<file path="src/rtl/vga_buffer_swap_ctrl.sv">
// vga_buffer_swap_ctrl
// Drives a pixel-buffer DMA control slave to swap front/back buffers:
// write the new back-buffer address, trigger the swap, then poll the status
// register until the swap bit clears. Requests arriving while busy are held in
// a one-deep pending slot (latest wins) and run right after the current swap.
//
// Optional feature macro: VGA_SWAP_TIMEOUT_EN
//   When defined, polling is bounded by TIMEOUT_CYCLES and a stuck swap ends
//   in ERR with a one-cycle swap_timeout pulse. When undefined, polling runs
//   indefinitely and swap_timeout is tied low.
//
// Handshake: swap_req is a level sampled on every rising edge; each edge that
// sees it high is one request. swap_busy is high from the cycle after the
// request is accepted through the DONE/ERR cycle. The bus side is a fixed
// latency-1 read slave without waitrequest: each strobe lasts exactly one
// cycle, and read data is taken in the cycle after m_read.
module vga_buffer_swap_ctrl #(
  parameter int POLL_GAP       = 4,
  parameter int TIMEOUT_CYCLES = 1000000
) (
  input  logic        sys_clk_clk,
  input  logic        sys_reset_reset,
  input  logic        swap_req,
  input  logic [31:0] swap_addr,
  output logic        swap_busy,
  output logic        swap_done,
  output logic        swap_timeout,
  output logic [15:0] swap_count,
  output logic [1:0]  m_address,
  output logic [3:0]  m_byteenable,
  output logic        m_read,
  output logic        m_write,
  output logic [31:0] m_writedata,
  input  logic [31:0] m_readdata,
  output logic [2:0]  dbg_state
);

  typedef enum logic [2:0] {
    IDLE     = 3'd0,
    WR_BACK  = 3'd1,
    WR_SWAP  = 3'd2,
    POLL_RD  = 3'd3,
    POLL_CHK = 3'd4,
    GAP      = 3'd5,
    DONE     = 3'd6,
    ERR      = 3'd7
  } state_t;

  localparam logic [15:0] GAP_LAST = 16'((POLL_GAP > 0) ? (POLL_GAP - 1) : 0);
  localparam logic [31:0] TO_LAST  = 32'((TIMEOUT_CYCLES > 0) ? (TIMEOUT_CYCLES - 1) : 0);

  state_t      state;
  state_t      state_n;
  logic [31:0] cur_addr;
  logic [31:0] pend_addr;
  logic        pend_valid;
  logic [15:0] gap_cnt;
  logic        swap_busy_bit;
  logic        timeout_hit;
  logic        finishing;
  logic        restart;

  // DONE and ERR both close out a swap; a request seen in that same cycle
  // counts as pending and is newer than anything already stored.
  assign finishing     = (state == DONE) || (state == ERR);
  assign restart       = finishing && (swap_req || pend_valid);
  assign swap_busy_bit = m_readdata[0];
  assign dbg_state     = state;

`ifdef VGA_SWAP_TIMEOUT_EN
  logic [31:0] to_cnt;

  // Poll-phase cycle counter, restarted each time a swap is triggered.
  always_ff @(posedge sys_clk_clk or posedge sys_reset_reset) begin
    if (sys_reset_reset) begin
      to_cnt <= '0;
    end else if (state == WR_SWAP) begin
      to_cnt <= '0;
    end else if ((state == POLL_RD) || (state == POLL_CHK) || (state == GAP)) begin
      to_cnt <= to_cnt + 32'd1;
    end
  end

  assign timeout_hit = (to_cnt == TO_LAST);
`else
  assign timeout_hit = 1'b0;
`endif

  // Upper status bits carry nothing for us; TO_LAST only matters with the timeout.
  logic unused_inputs;
  assign unused_inputs = ^{m_readdata[31:1], TO_LAST};

  // State register.
  always_ff @(posedge sys_clk_clk or posedge sys_reset_reset) begin
    if (sys_reset_reset) begin
      state <= IDLE;
    end else begin
      state <= state_n;
    end
  end

  // Next-state logic; a clean status read takes priority over a timeout.
  always_comb begin
    state_n = state;
    case (state)
      IDLE:     if (swap_req) state_n = WR_BACK;
      WR_BACK:  state_n = WR_SWAP;
      WR_SWAP:  state_n = POLL_RD;
      POLL_RD:  state_n = timeout_hit ? ERR : POLL_CHK;
      POLL_CHK: begin
        if (!swap_busy_bit)    state_n = DONE;
        else if (timeout_hit)  state_n = ERR;
        else if (POLL_GAP == 0) state_n = POLL_RD;
        else                   state_n = GAP;
      end
      GAP: begin
        if (timeout_hit)             state_n = ERR;
        else if (gap_cnt == GAP_LAST) state_n = POLL_RD;
      end
      DONE, ERR: state_n = restart ? WR_BACK : IDLE;
      default:  state_n = IDLE;
    endcase
  end

  // Moore outputs decoded from state so reset removes strobes at once.
  always_comb begin
    swap_busy    = (state != IDLE);
    swap_done    = (state == DONE);
    swap_timeout = (state == ERR);
    m_address    = 2'd0;
    m_byteenable = 4'h0;
    m_read       = 1'b0;
    m_write      = 1'b0;
    m_writedata  = 32'd0;
    case (state)
      WR_BACK: begin
        m_write      = 1'b1;
        m_address    = 2'd1;
        m_byteenable = 4'hF;
        m_writedata  = cur_addr;
      end
      WR_SWAP: begin
        m_write      = 1'b1;
        m_address    = 2'd0;
        m_byteenable = 4'hF;
      end
      POLL_RD: begin
        m_read       = 1'b1;
        m_address    = 2'd3;
        m_byteenable = 4'hF;
      end
      default: ;
    endcase
  end

  // Address latching, pending slot, gap timer and success counter.
  always_ff @(posedge sys_clk_clk or posedge sys_reset_reset) begin
    if (sys_reset_reset) begin
      cur_addr   <= '0;
      pend_addr  <= '0;
      pend_valid <= 1'b0;
      gap_cnt    <= '0;
      swap_count <= '0;
    end else begin
      if ((state == IDLE) && swap_req) begin
        cur_addr <= swap_addr;
      end else if (restart) begin
        cur_addr <= swap_req ? swap_addr : pend_addr;
      end

      if (finishing) begin
        pend_valid <= 1'b0;
      end else if ((state != IDLE) && swap_req) begin
        pend_addr  <= swap_addr;
        pend_valid <= 1'b1;
      end

      gap_cnt <= (state == GAP) ? gap_cnt + 16'd1 : 16'd0;

      if (state == DONE) begin
        swap_count <= swap_count + 16'd1;
      end
    end
  end

endmodule
</file>
<file path="config.mk">
export PLATFORM = sky130hd
export DESIGN_NAME = vga_buffer_swap_ctrl
export DESIGN_NICKNAME = d
export VERILOG_FILES = /design/src/rtl/vga_buffer_swap_ctrl.sv
export SDC_FILE = /design/constraint.sdc
export NUM_CORES = 1
export LEC_CHECK = 0
export BUFFER_PORTS_ARGS = -buffer_cell sky130_fd_sc_hd__clkbuf_2
export CORE_MARGIN = 1.5
export CORE_UTILIZATION = 57
export CTS_CLUSTER_SIZE = 14
export DETAILED_ROUTE_END_ITERATION = 10
export HOLD_SLACK_MARGIN = 0.08
export PLACE_DENSITY = 0.86
export SKIP_LAST_GASP = 1
export SLEW_MARGIN = 20
export SYNTH_ARGS = -nofsm -noshare
export SYNTH_HDL_FRONTEND = slang
export SYNTH_SLANG_ARGS = --single-unit
</file>
<file path="constraint.sdc">
create_clock -name sys_clk_clk -period 7.6 [get_ports sys_clk_clk]
set_input_delay 0.76 -clock sys_clk_clk [delete_from_list [all_inputs] [get_ports sys_clk_clk]]
set_output_delay 0.76 -clock sys_clk_clk [all_outputs]
set_load 0.02 [all_outputs]
</file>
==> results by group, run 1 <==
Status
  • Status: completed

Floorplan
  • Die X: 94.2 µm
  • Total die area: 8880 µm²
  • Die height: 94.2 µm
  • Initial core utilization: 0.583
  • I/O Pins: 129
  • Core Rows: 33
  • CORE AREA: 8130 µm²

STA
  • Shortest period the worst path allows: 2900 ps
  • Final setup vio count: 0
  • Total Negative Setup Slacks: 0 ps
  • Worst-Margin Slew: 954 ps
  • Clk_skew: 7.94 ps
  • Final Slew Violations: 0
  • RSZ-0062 raised after global routing: no
  • Final Hold Violating Endpoints: 0
  • Achievable frequency: 345 MHz
  • Final worst-path cycle share: 0.381
  • Rel. slew slack: 0.363

Critical path
  • Setup Crit Path Kind: flop to primary output
  • Critical Path Start Type: flop
  • Crit-path max FO: 34
  • WP data arrival: 2140 ps
  • Crit path largest cell delay: 730 ps
  • CP delay by family, top: simple AND/OR/NAND/NOR gates
  • Crit Reg-Reg Startpoint: dbg_state[1]
  • CP Capture Type: primary output
  • Worst r2r dst: gap_cnt[6]
  • Worst path cell trace: nor2b_4 > and2_1 > clkbuf_2
  • CP max-delay cell: nor2b_4
  • R2R cell count: 3
  • Required @ worst endpoint: 6840 ps
  • R2R Setup Slk: 5220 ps
  • Crit path depth: 3
  • Critical path buffer and inverter count: 1

Synth
  • Syn Inst Count: 423
  • Synth unique cells: 34
  • Synth top area share: 0.528
  • Cell with the most instances after synthesis: dfrtp_1
  • Synthesized net count: 492
  • Synthesized cell area: 4740 µm²
  • Most frequent cells after synthesis: dfrtp_1, nand2_1, o21ai_0
  • Asr flop ratio synth: 1.00
  • Area leader, netlist: dfrtp_1
  • Register area share after synthesis: 0.528
  • Syn. warnings: 0
  • Top cells by area, synth: dfrtp_1, mux2_4, mux2i_1
  • Synth Register Bits: 100
  • Ys flop type: dfrtp_1
  • Syn avg cell area: 11.2 µm²
  • Post-synth EDFFs: 0

Clocking
  • Root buf cell: clkbuf_8
  • Postcts setup bufs: 0
  • Post-CTS Resized: 0
  • Num CTS Buffers: 9
  • Clock Path Buffers: 2
  • Hold_buf cts: 0
  • CTS tree: done
  • Clock-pin slew on the worst setup and hold paths: 90 ps
  • CTS H-tree depth: 3
  • Clk Latency, worst-skew pair: 350 ps
  • Clock net sink count: 100

Final layout
  • Finished Cell Area: 5410 µm²
  • Nets: 573
  • Antenna diodes: 0
  • Layout area overhead: 14.1%
  • Multi-input gate area in the final layout: 2060 µm²
  • Share of layout cells above drive strength 1: 0.299
  • # fillers: 616
  • Sequential cell area: 2500 µm²

Place
  • Post-DP Area: 5220 µm²
  • Port bufs: 97
  • DP HPWL: 6.57 mm
  • GPL Wtd Cong: 0.795

Route
  • Total routed wirelength: 9.90 mm
  • Initial DRC count: 187
  • Vias/cell: 5.64
  • # DRC: 0
  • Routed WL per cell: 16.1 µm
  • DR vias: 3457
  • DRT Pass-1 Iters: 4
  • DRT antenna net count: 0

Global routing
  • First-pass GRT wire length: 16.5 mm
  • All-layer global routing usage: 0.238
  • Initial antenna violation count: 0
  • Vias in the first global route: 3531
  • Grt ovf: 0
  • Largest net degree at the start of global routing: 65

Power and ir drop
  • VDD IR max: 194 µV
  • P_leak: 0.00277 µW
  • P per Cell Area: 364 nW/µm²
  • Final total power: 1970 µW

Job
  • Max Cap Viol: 0

Hold path
  • Worst min path class: input port to asynchronous set/reset pin
[worst max-delay path by stage]
stage                          startpoint               to
after floorplan           sys_reset_reset      cur_addr[0]
after global placement       dbg_state[0]     m_address[1]
after detailed placement         swap_req     cur_addr[27]
after CTS                    dbg_state[1]  m_writedata[28]
after global routing         dbg_state[1]  m_writedata[31]
final                        dbg_state[0]     m_address[1]
[per-stage QoR]
stage,setup slack [ps],std cells,hold slack (ps),utilization
CTS,4690,613,455,0.664
global placement,4760,598,455,0.641
detailed placement,4880,598,465,0.642
global route,4560,613,481,0.665
finish,4700,613,445,0.665
floorplan,4220,423,442,-
[registers in the layout (all words and copies together) (netlist names)]
| signal | cells |
|---|---|
| swap_count | 16 |
| pend_valid | 1 |
| dbg_state | 3 |
| cur_addr | 32 |
| gap_cnt | 16 |
| pend_addr | 32 |
[where the power goes]
part | internal (µW) | leakage (µW) | switching (µW)
clock network | 150 | 0.0000959 | 173
registers | 724 | 0.00126 | 138
logic | 339 | 0.00142 | 445
total | 1210 | 0.00277 | 756
[layout make-up]
class / instances / share of cell area
multi-input combinational: 285 / 0.380
tap: 105 / 0.0243
clock inverter: 5 / 0.00994
clock buffer: 10 / 0.0236
timing repair buffer: 99 / 0.0925
inverter: 9 / 0.00671
sequential: 100 / 0.463
[routing by layer]
metal	share of wire	vias up	wire length (µm)	GRT usage
li1	-	1617	-	-
met2	0.49	94	4870	0.393
met4	0.014	0	138	0.0808
met3	0.055	13	541	0.0574
met5	0	-	0	0
met1	0.44	1733	4340	0.307
[cells by family (layout without fill, tap and decap cells)]
family / after synthesis / in the layout / synth area share
AO/OA/AOI/OAI: 44 / 44 / 0.0496
buffers and inverters: 38 / 123 / 0.0417
flip-flops: 100 / 100 / 0.528
XOR/XNOR: 28 / 28 / 0.0517
adder cells (fa/ha/maj): 2 / 2 / 0.00528
multiplexers: 65 / 65 / 0.170
AND/OR/NAND/NOR: 146 / 146 / 0.154
[cell usage in the layout (no fill, tap or decap), types with 2 or more instances in the layout]
cell	Yosys	layout
xnor2_1	18	18
nand4_1	7	7
o21ai_0	35	35
clkbuf_8	0	9
a21oi_1	4	4
nor4_1	9	9
and3_1	34	34
nand2_1	45	45
ha_1	2	2
or3_1	2	2
buf_4	4	2
nand3_1	10	10
mux2_4	30	30
inv_1	9	8
nor2_1	25	25
dfrtp_1	100	100
clkbuf_2	0	97
mux2i_1	32	32
mux2_2	3	3
clkinv_2	0	3
xor2_1	10	10
nor3_1	8	8
No activity file was read; power rests on OpenSTA's default activity.
==> run 2: changes to the inputs <==
--- a/config.mk
+++ b/config.mk
@@ -5,13 +5,14 @@
 export SDC_FILE = /design/constraint.sdc
 export NUM_CORES = 1
 export LEC_CHECK = 0
+export ABC_AREA = 1
 export BUFFER_PORTS_ARGS = -buffer_cell sky130_fd_sc_hd__clkbuf_2
 export CORE_MARGIN = 1.5
-export CORE_UTILIZATION = 57
+export CORE_UTILIZATION = 53
 export CTS_CLUSTER_SIZE = 14
 export DETAILED_ROUTE_END_ITERATION = 10
 export HOLD_SLACK_MARGIN = 0.08
-export PLACE_DENSITY = 0.86
+export PLACE_DENSITY = 0.8
 export SKIP_LAST_GASP = 1
 export SLEW_MARGIN = 20
 export SYNTH_ARGS = -nofsm -noshare
==> constraint.sdc (replaced) <==
create_clock -name sys_clk_clk -period 2.8 [get_ports sys_clk_clk]
set_input_delay 0.28 -clock sys_clk_clk [delete_from_list [all_inputs] [get_ports sys_clk_clk]]
set_output_delay 0.28 -clock sys_clk_clk [all_outputs]
set_load 0.02 [all_outputs]
==> results by group, run 2 <==
Final layout
  • Layout area overhead: 15.5% (was 14.1%)
  • # fillers: 785 (was 616)
  • Nets: 767 (was 573)
  • Antenna diodes: 0 (unchanged)
  • Core Util, Final: 0.639 (was 0.665)
  • Commonest non-fill, non-tap cells in the layout: nand2_1, nor2_1, inv_1 (was dfrtp_1, clkbuf_2, nand2_1)
  • Most common cell after layout, fill and taps aside: nand2_1 (was dfrtp_1)
  • Share of layout cells above drive strength 1: 0.183 (was 0.299)
  • Leading registers by flop count: cur_addr: 32 flops, pend_addr: 32 flops (unchanged)

STA
  • Final worst-path cycle share: 0.797
  • Final Slew Violations: 0 (unchanged)
  • Final Hold Violating Endpoints: 0 (unchanged)
  • Final setup margin: 568 ps (was 4700 ps)
  • Clk_skew: 17.7 ps (was 7.94 ps)
  • Rel. slew slack: 0.425 (was 0.363)
  • RSZ-0062 raised after global routing: no (unchanged)
  • Worst-Margin Slew: 860 ps (was 954 ps)
  • Achievable frequency: 448 MHz
  • Total Negative Setup Slacks: 0 ps (unchanged)
  • Shortest period the worst path allows: 2230 ps
  • Final setup vio count: 0 (unchanged)

Clocking
  • Clk Latency, worst-skew pair: 360 ps (was 350 ps)
  • CTS H-tree depth: 3 (unchanged)
  • Hold_buf cts: 0 (unchanged)
  • Clock-pin slew on the worst setup and hold paths: 110 ps (was 90 ps)
  • Num CTS Buffers: 9 (unchanged)
  • Postcts setup bufs: 0 (unchanged)
  • Root buf cell: clkbuf_8 (unchanged)
  • Post-CTS Resized: 0 (unchanged)
  • Clock Path Buffers: 2 (unchanged)
  • Clock net sink count: 100 (unchanged)
  • CTS tree: done (unchanged)

Synth
  • Synth Register Bits: 100 (unchanged)
  • Ys flop type: dfrtp_1 (unchanged)
  • Most frequent cells after synthesis: nand2_1, nor2_1, inv_1 (was dfrtp_1, nand2_1, o21ai_0)
  • Synth top area share: 0.513 (was 0.528)
  • Syn avg cell area: 7.98 µm² (was 11.2 µm²)
  • Area leader, netlist: dfrtp_1 (unchanged)
  • Synthesized cell area: 4870 µm² (was 4740 µm²)
  • Cell with the most instances after synthesis: nand2_1 (was dfrtp_1)
  • Syn. warnings: 0 (unchanged)
  • Asr flop ratio synth: 1.00 (unchanged)
  • Register area share after synthesis: 0.513 (was 0.528)
  • Post-synth EDFFs: 0 (unchanged)
  • Synth unique cells: 27 (was 34)
  • Syn Inst Count: 611 (was 423)
  • Synthesized net count: 680 (was 492)
  • Top cells by area, synth: dfrtp_1, nand2_1, nor2_1 (was dfrtp_1, mux2_4, mux2i_1)

Floorplan
  • CORE AREA: 8810 µm² (was 8130 µm²)
  • I/O Pins: 129 (unchanged)
  • Die X: 98.9 µm (was 94.2 µm)
  • Core Rows: 34 (was 33)
  • Total die area: 9780 µm² (was 8880 µm²)
  • Die height: 98.9 µm (was 94.2 µm)
  • Initial core utilization: 0.554 (was 0.583)

Global routing
  • Vias in the first global route: 3905 (was 3531)
  • All-layer global routing usage: 0.213 (was 0.238)
  • Largest net degree at the start of global routing: 57 (was 65)
  • Grt ovf: 0 (unchanged)
  • Initial antenna violation count: 0 (unchanged)
  • First-pass GRT wire length: 17.0 mm (was 16.5 mm)

Power and ir drop
  • P per Cell Area: 930 nW/µm² (was 364 nW/µm²)
  • P_leak: 0.00293 µW (was 0.00277 µW)
  • Logic gate share of total power: 0.415 (was 0.398)
  • Clock power frac: 0.171 (was 0.164)
  • VDD IR max: 490 µV (was 194 µV)
  • Internal power: 3030 µW (was 1210 µW)
  • Sw power: 2210 µW (was 756 µW)
  • Flop pwr share: 0.414 (was 0.438)
  • Switching share of power: 0.421 (was 0.384)

Route
  • Vias/cell: 5.04 (was 5.64)
  • WL met1: 4.43 mm (was 4.34 mm)
  • Met2 Routed Length: 4.83 mm (was 4.87 mm)
  • Total routed wirelength: 9.86 mm (was 9.90 mm)
  • DRT Pass-1 Iters: 7 (was 4)
  • # DRC: 3 (was 0)
  • Top Layer Used: met4 (unchanged)
  • DRT antenna net count: 0 (unchanged)
  • DR WL met3: 463 µm (was 541 µm)
  • DR vias: 4087 (was 3457)
  • Routed WL per cell: 12.2 µm (was 16.1 µm)
  • Initial DRC count: 257 (was 187)

Critical path
  • Critical path buffer and inverter count: 3 (was 1)
  • Required @ worst endpoint: 2520 ps (was 6840 ps)
  • CP Capture Type: primary output (unchanged)
  • Worst path cell trace: inv_1 > nor2_1 > nand2_1 > buf_4 > nor2_1 > clkbuf_2 (was nor2b_4 > and2_1 > clkbuf_2)
  • CP max-delay cell: dfrtp_1 (was nor2b_4)
  • CP delay by family, top: buffers and inverters (was simple AND/OR/NAND/NOR gates)
  • Critical Path Start Type: flop (unchanged)
  • Setup Crit Path Kind: flop to primary output (unchanged)
  • CP most frequent cell: nor2_1
  • Crit path largest cell delay: 490 ps (was 730 ps)
  • R2R Setup Slk: 760 ps (was 5220 ps)
  • WP data arrival: 1950 ps (was 2140 ps)
  • Crit-path max FO: 30 (was 34)

Job
  • Max Cap Viol: 0 (unchanged)

Status
  • Violated checks: DRC
  • Status: finished with violations (was completed)

Place
  • Setup WS pre-CTS: 504 ps (was 4880 ps)
  • GPL Wtd Cong: 0.883 (was 0.795)
  • Port bufs: 97 (unchanged)
  • DP HPWL: 6.95 mm (was 6.57 mm)

Hold path
  • Worst min path class: input port to asynchronous set/reset pin (unchanged)
==> run 2: path summary, 6_finish.rpt <==
check,startpoint,endpoint,cells past startpoint
min in group sys_clk_clk,swap_addr[11],pend_addr[11],3
min reg2reg,gap_cnt[0],gap_cnt[0],1
max,dbg_state[0],m_writedata[27],6
min,sys_reset_reset,swap_count[11],2
max in group asynchronous,sys_reset_reset,pend_addr[20],3
max reg2reg,dbg_state[1],cur_addr[6],7
==> run 2: area by class of cell <==
type / instances / area, µm² / area share
Clock buffer: 10 / 138 / 0.0244
Inverter: 106 / 402 / 0.0713
Clock inverter: 6 / 53.8 / 0.00956
Sequential cell: 100 / 2500 / 0.444
Tap cell: 108 / 135 / 0.0240
Timing Repair Buffer: 105 / 591 / 0.105
Multi-Input combinational cell: 376 / 1810 / 0.321
==> run 2: per-layer routing <==
layer	vias to the layer above	GRT usage
met5	-	0
met4	0	0.0813
met3	11	0.0376
met2	90	0.358
met1	1917	0.277
li1	2069	-
==> run 2: kinds of logic (layout without fill, tap and decap cells) <==
kind of cell / count (synthesis) / after routing / synth area share
AOI/OAI and AO/OA: 112 / 112 / 0.136
xor gates and xnor gates: 12 / 12 / 0.0216
adders and majority gates: 2 / 2 / 0.00513
buffers and inverters: 135 / 227 / 0.117
DFF: 100 / 100 / 0.513
and+or+nand+nor: 250 / 250 / 0.208
==> run 2: power groups by stage <==
stage	Sequential, µW	Clock [µW]	Combinational, µW
finish	2170	895	2170
CTS	2170	919	2150
global placement	2180	0	2070
floorplan	2200	0	1630
global route	2230	972	2450
detailed placement	2210	0	2140
==> run 2: stage by stage <==
step / hold slack, ps / cell area (µm²) / total power [µW] / std cells
after CTS: 88.3 / 5600 / 5250 / 810
after global placement: 446 / 5410 / 4250 / 794
final: 61.1 / 5630 / 5240 / 811
after global routing: 119 / 5630 / 5660 / 811
after detailed placement: 453 / 5410 / 4350 / 794
after floorplan: 433 / 4880 / 3830 / 611
==> run 3: changes to the inputs <==
--- a/config.mk
+++ b/config.mk
@@ -5,14 +5,14 @@
 export SDC_FILE = /design/constraint.sdc
 export NUM_CORES = 1
 export LEC_CHECK = 0
-export ABC_AREA = 1
+export ABC_AREA = 0
 export BUFFER_PORTS_ARGS = -buffer_cell sky130_fd_sc_hd__clkbuf_2
 export CORE_MARGIN = 1.5
 export CORE_UTILIZATION = 53
 export CTS_CLUSTER_SIZE = 14
 export DETAILED_ROUTE_END_ITERATION = 10
 export HOLD_SLACK_MARGIN = 0.08
-export PLACE_DENSITY = 0.8
+export PLACE_DENSITY = 0.81
 export SKIP_LAST_GASP = 1
 export SLEW_MARGIN = 20
 export SYNTH_ARGS = -nofsm -noshare
==> constraint.sdc (replaced) <==
create_clock -name sys_clk_clk -period 2.2 [get_ports sys_clk_clk]
set_input_delay 0.22 -clock sys_clk_clk [delete_from_list [all_inputs] [get_ports sys_clk_clk]]
set_output_delay 0.22 -clock sys_clk_clk [all_outputs]
set_load 0.02 [all_outputs]
==> results by group, run 3 (synthesis results as in run 1) <==
Status
  • Status: completed (was finished with violations)

STA
  • Clk_skew: 8.77 ps (was 17.7 ps)
  • Total Negative Setup Slacks: 0 ps (unchanged)
  • RSZ-0062 raised after global routing: no (unchanged)
  • Final worst-path cycle share: 0.922
  • Shortest period the worst path allows: 2030 ps
  • Achievable frequency: 493 MHz
  • Final setup vio count: 0 (unchanged)
  • Rel. slew slack: 0.568 (was 0.425)
  • Final Slew Violations: 0 (unchanged)
  • Final Hold Violating Endpoints: 0 (unchanged)
  • Worst-Margin Slew: 648 ps (was 860 ps)
  • Final setup margin: 171 ps (was 568 ps)

Clocking
  • CTS tree: done (unchanged)
  • Clock Path Buffers: 2 (unchanged)
  • Clk Latency, worst-skew pair: 360 ps (about the same)
  • Root buf cell: clkbuf_8 (unchanged)
  • CTS H-tree depth: 3 (unchanged)
  • Num CTS Buffers: 9 (unchanged)
  • Clock-pin slew on the worst setup and hold paths: 100 ps (was 110 ps)
  • Clock net sink count: 100 (unchanged)

Power and ir drop
  • P_leak: 0.00285 µW (was 0.00293 µW)
  • Sw power: 2640 µW (was 2210 µW)
  • Flop pwr share: 0.404 (was 0.414)
  • P per Cell Area: 1310 nW/µm² (was 930 nW/µm²)
  • Logic gate share of total power: 0.385 (was 0.415)
  • Clock power frac: 0.211 (was 0.171)
  • Switching share of power: 0.362 (was 0.421)
  • Internal power: 4660 µW (was 3030 µW)
  • VDD IR max: 591 µV (was 490 µV)

Critical path
  • Crit-path max FO: 34 (was 30)
  • Worst r2r dst: pend_addr[2] (was cur_addr[6])
  • Required @ worst endpoint: 1980 ps (was 2520 ps)
  • Critical Path Start Type: flop (unchanged)
  • Crit Reg-Reg Startpoint: dbg_state[1] (unchanged)
  • Setup Crit Path Kind: flop to primary output (unchanged)
  • R2R Setup Slk: 320 ps (was 760 ps)
  • CP Capture Type: primary output (unchanged)
  • WP data arrival: 1810 ps (was 1950 ps)
  • R2R cell count: 3 (was 7)

Final layout
  • Layout area overhead: 17.6% (was 15.5%)
  • Commonest non-fill, non-tap cells in the layout: dfrtp_1, clkbuf_2, nand2_1 (was nand2_1, nor2_1, inv_1)
  • Antenna diodes: 0 (unchanged)
  • Nets: 580 (was 767)
  • Leading registers by flop count: cur_addr: 32 flops, pend_addr: 32 flops (unchanged)
  • Most common cell after layout, fill and taps aside: dfrtp_1 (was nand2_1)
  • # fillers: 692 (was 785)
  • Core Util, Final: 0.643 (was 0.639)
  • Share of layout cells above drive strength 1: 0.312 (was 0.183)
  • Multi-input gate area in the final layout: 2050 µm² (was 1810 µm²)
  • Sequential cell area: 2500 µm² (about the same)

Hold path
  • Worst min path class: input port to flop (was input port to asynchronous set/reset pin)
  • Hold Path Stages: 2
  • Worst Min Path Start: swap_addr[10]
  • Worst-case hold path end point: pend_addr[10]

Floorplan
  • Total die area: 9520 µm² (was 9780 µm²)
  • Core Rows: 34 (unchanged)
  • I/O Pins: 129 (unchanged)
  • Die height: 97.6 µm (was 98.9 µm)
  • Die X: 97.6 µm (was 98.9 µm)
  • CORE AREA: 8680 µm² (was 8810 µm²)
  • Initial core utilization: 0.546 (was 0.554)

Route
  • Initial DRC count: 169 (was 257)
  • DRT antenna net count: 0 (unchanged)
  • Routed WL per cell: 16.0 µm (was 12.2 µm)
  • DR vias: 3446 (was 4087)
  • Total routed wirelength: 10.0 mm (was 9.86 mm)
  • Vias/cell: 5.52 (was 5.04)
  • # DRC: 0 (was 3)
  • DRT Pass-1 Iters: 4 (was 7)

Global routing
  • Vias in the first global route: 3639 (was 3905)
  • All-layer global routing usage: 0.219 (was 0.213)
  • First-pass GRT wire length: 17.0 mm (about the same)
  • Grt ovf: 0 (unchanged)
  • Largest net degree at the start of global routing: 101 (was 57)
  • Initial antenna violation count: 0 (unchanged)

Place
  • GPL Wtd Cong: 0.853 (was 0.883)
  • Port bufs: 97 (unchanged)
  • DP HPWL: 6.48 mm (was 6.95 mm)
  • Setup WS pre-CTS: 240 ps (was 504 ps)

Job
  • Max Cap Viol: 0 (unchanged)
==> run 3: changes by cell type in the layout (fill, tap and decap cells not counted), sizes merged, moves of 14 or more <==
| cell | previous run | this run |
|---|---|---|
| a21oi | 34 | 4 |
| and3 | 0 | 35 |
| inv | 107 | 9 |
| mux2 | 0 | 33 |
| mux2i | 0 | 32 |
| nand2 | 111 | 45 |
| nor2 | 111 | 25 |
| o211ai | 32 | 0 |
| xnor2 | 4 | 18 |
==> run 3: worst max path at each step <==
| stage | start | endpoint | slack, ps |
|---|---|---|---|
| 2_1_floorplan | dbg_state[0] | m_writedata[22] | 320 |
| 3_3_place_gp | dbg_state[0] | pend_addr[2] | 270 |
| 3_5_place_dp | dbg_state[0] | pend_addr[2] | 240 |
| 4_1_cts | dbg_state[0] | m_read | 60 |
| 5_1_grt | dbg_state[2] | m_address[1] | 60 |
| 6_report | dbg_state[2] | m_read | 170 |
==> run 3: final cells by class <==
cell class / count / area share
flip-flops and latches: 100 / 0.449
multi-input cells: 285 / 0.367
well taps: 108 / 0.0242
repair buffers: 106 / 0.105
clock inverters: 6 / 0.0240
inverters: 9 / 0.00673
clock buffers: 10 / 0.0247
==> run 3: critical path, stage by stage (launching register included) <==
cell and delay (ps):
dfrtp_1 490, buf_4 210, nor2b_2 120, buf_6 250, and2_1 210, clkbuf_2 180
==> run 3: timing repair <==
action / CTS / global route
buffers inserted: 0 / 0
setup endpoints to repair: 0 / 15
hold buffers: 1 / 0
hold endpoints to repair: 100 / 0
resized for setup: 0 / 2
==> run 3: stage by stage <==
| stage | total power, µW | hold slack (ps) | cell area (µm²) | cells |
|---|---|---|---|---|
| 6_report | 7310 | 103 | 5580 | 624 |
| 5_1_grt | 7750 | 98.2 | 5580 | 624 |
| 4_1_cts | 7350 | 92.1 | 5570 | 624 |
| 3_5_place_dp | 5800 | 410 | 5290 | 607 |
| 3_3_place_gp | 5650 | 401 | 5290 | 607 |
| 2_1_floorplan | 5050 | 368 | 4750 | 423 |
==> run 3: power groups by stage <==
stage | Clock, µW | Combinational, µW | Sequential, µW
4_1_cts | 1560 | 2840 | 2950
5_1_grt | 1630 | 3070 | 3040
6_report | 1540 | 2810 | 2960
3_5_place_dp | 0 | 2840 | 2960
3_3_place_gp | 0 | 2740 | 2910
2_1_floorplan | 0 | 2170 | 2880
==> run 3: metal layers <==
metal	part of all wire	track usage	up-vias
met1	0.45	0.281	1719
li1	-	-	1635
met2	0.48	0.368	78
met3	0.048	0.0504	14
met5	0	0	-
met4	0.016	0.0714	0
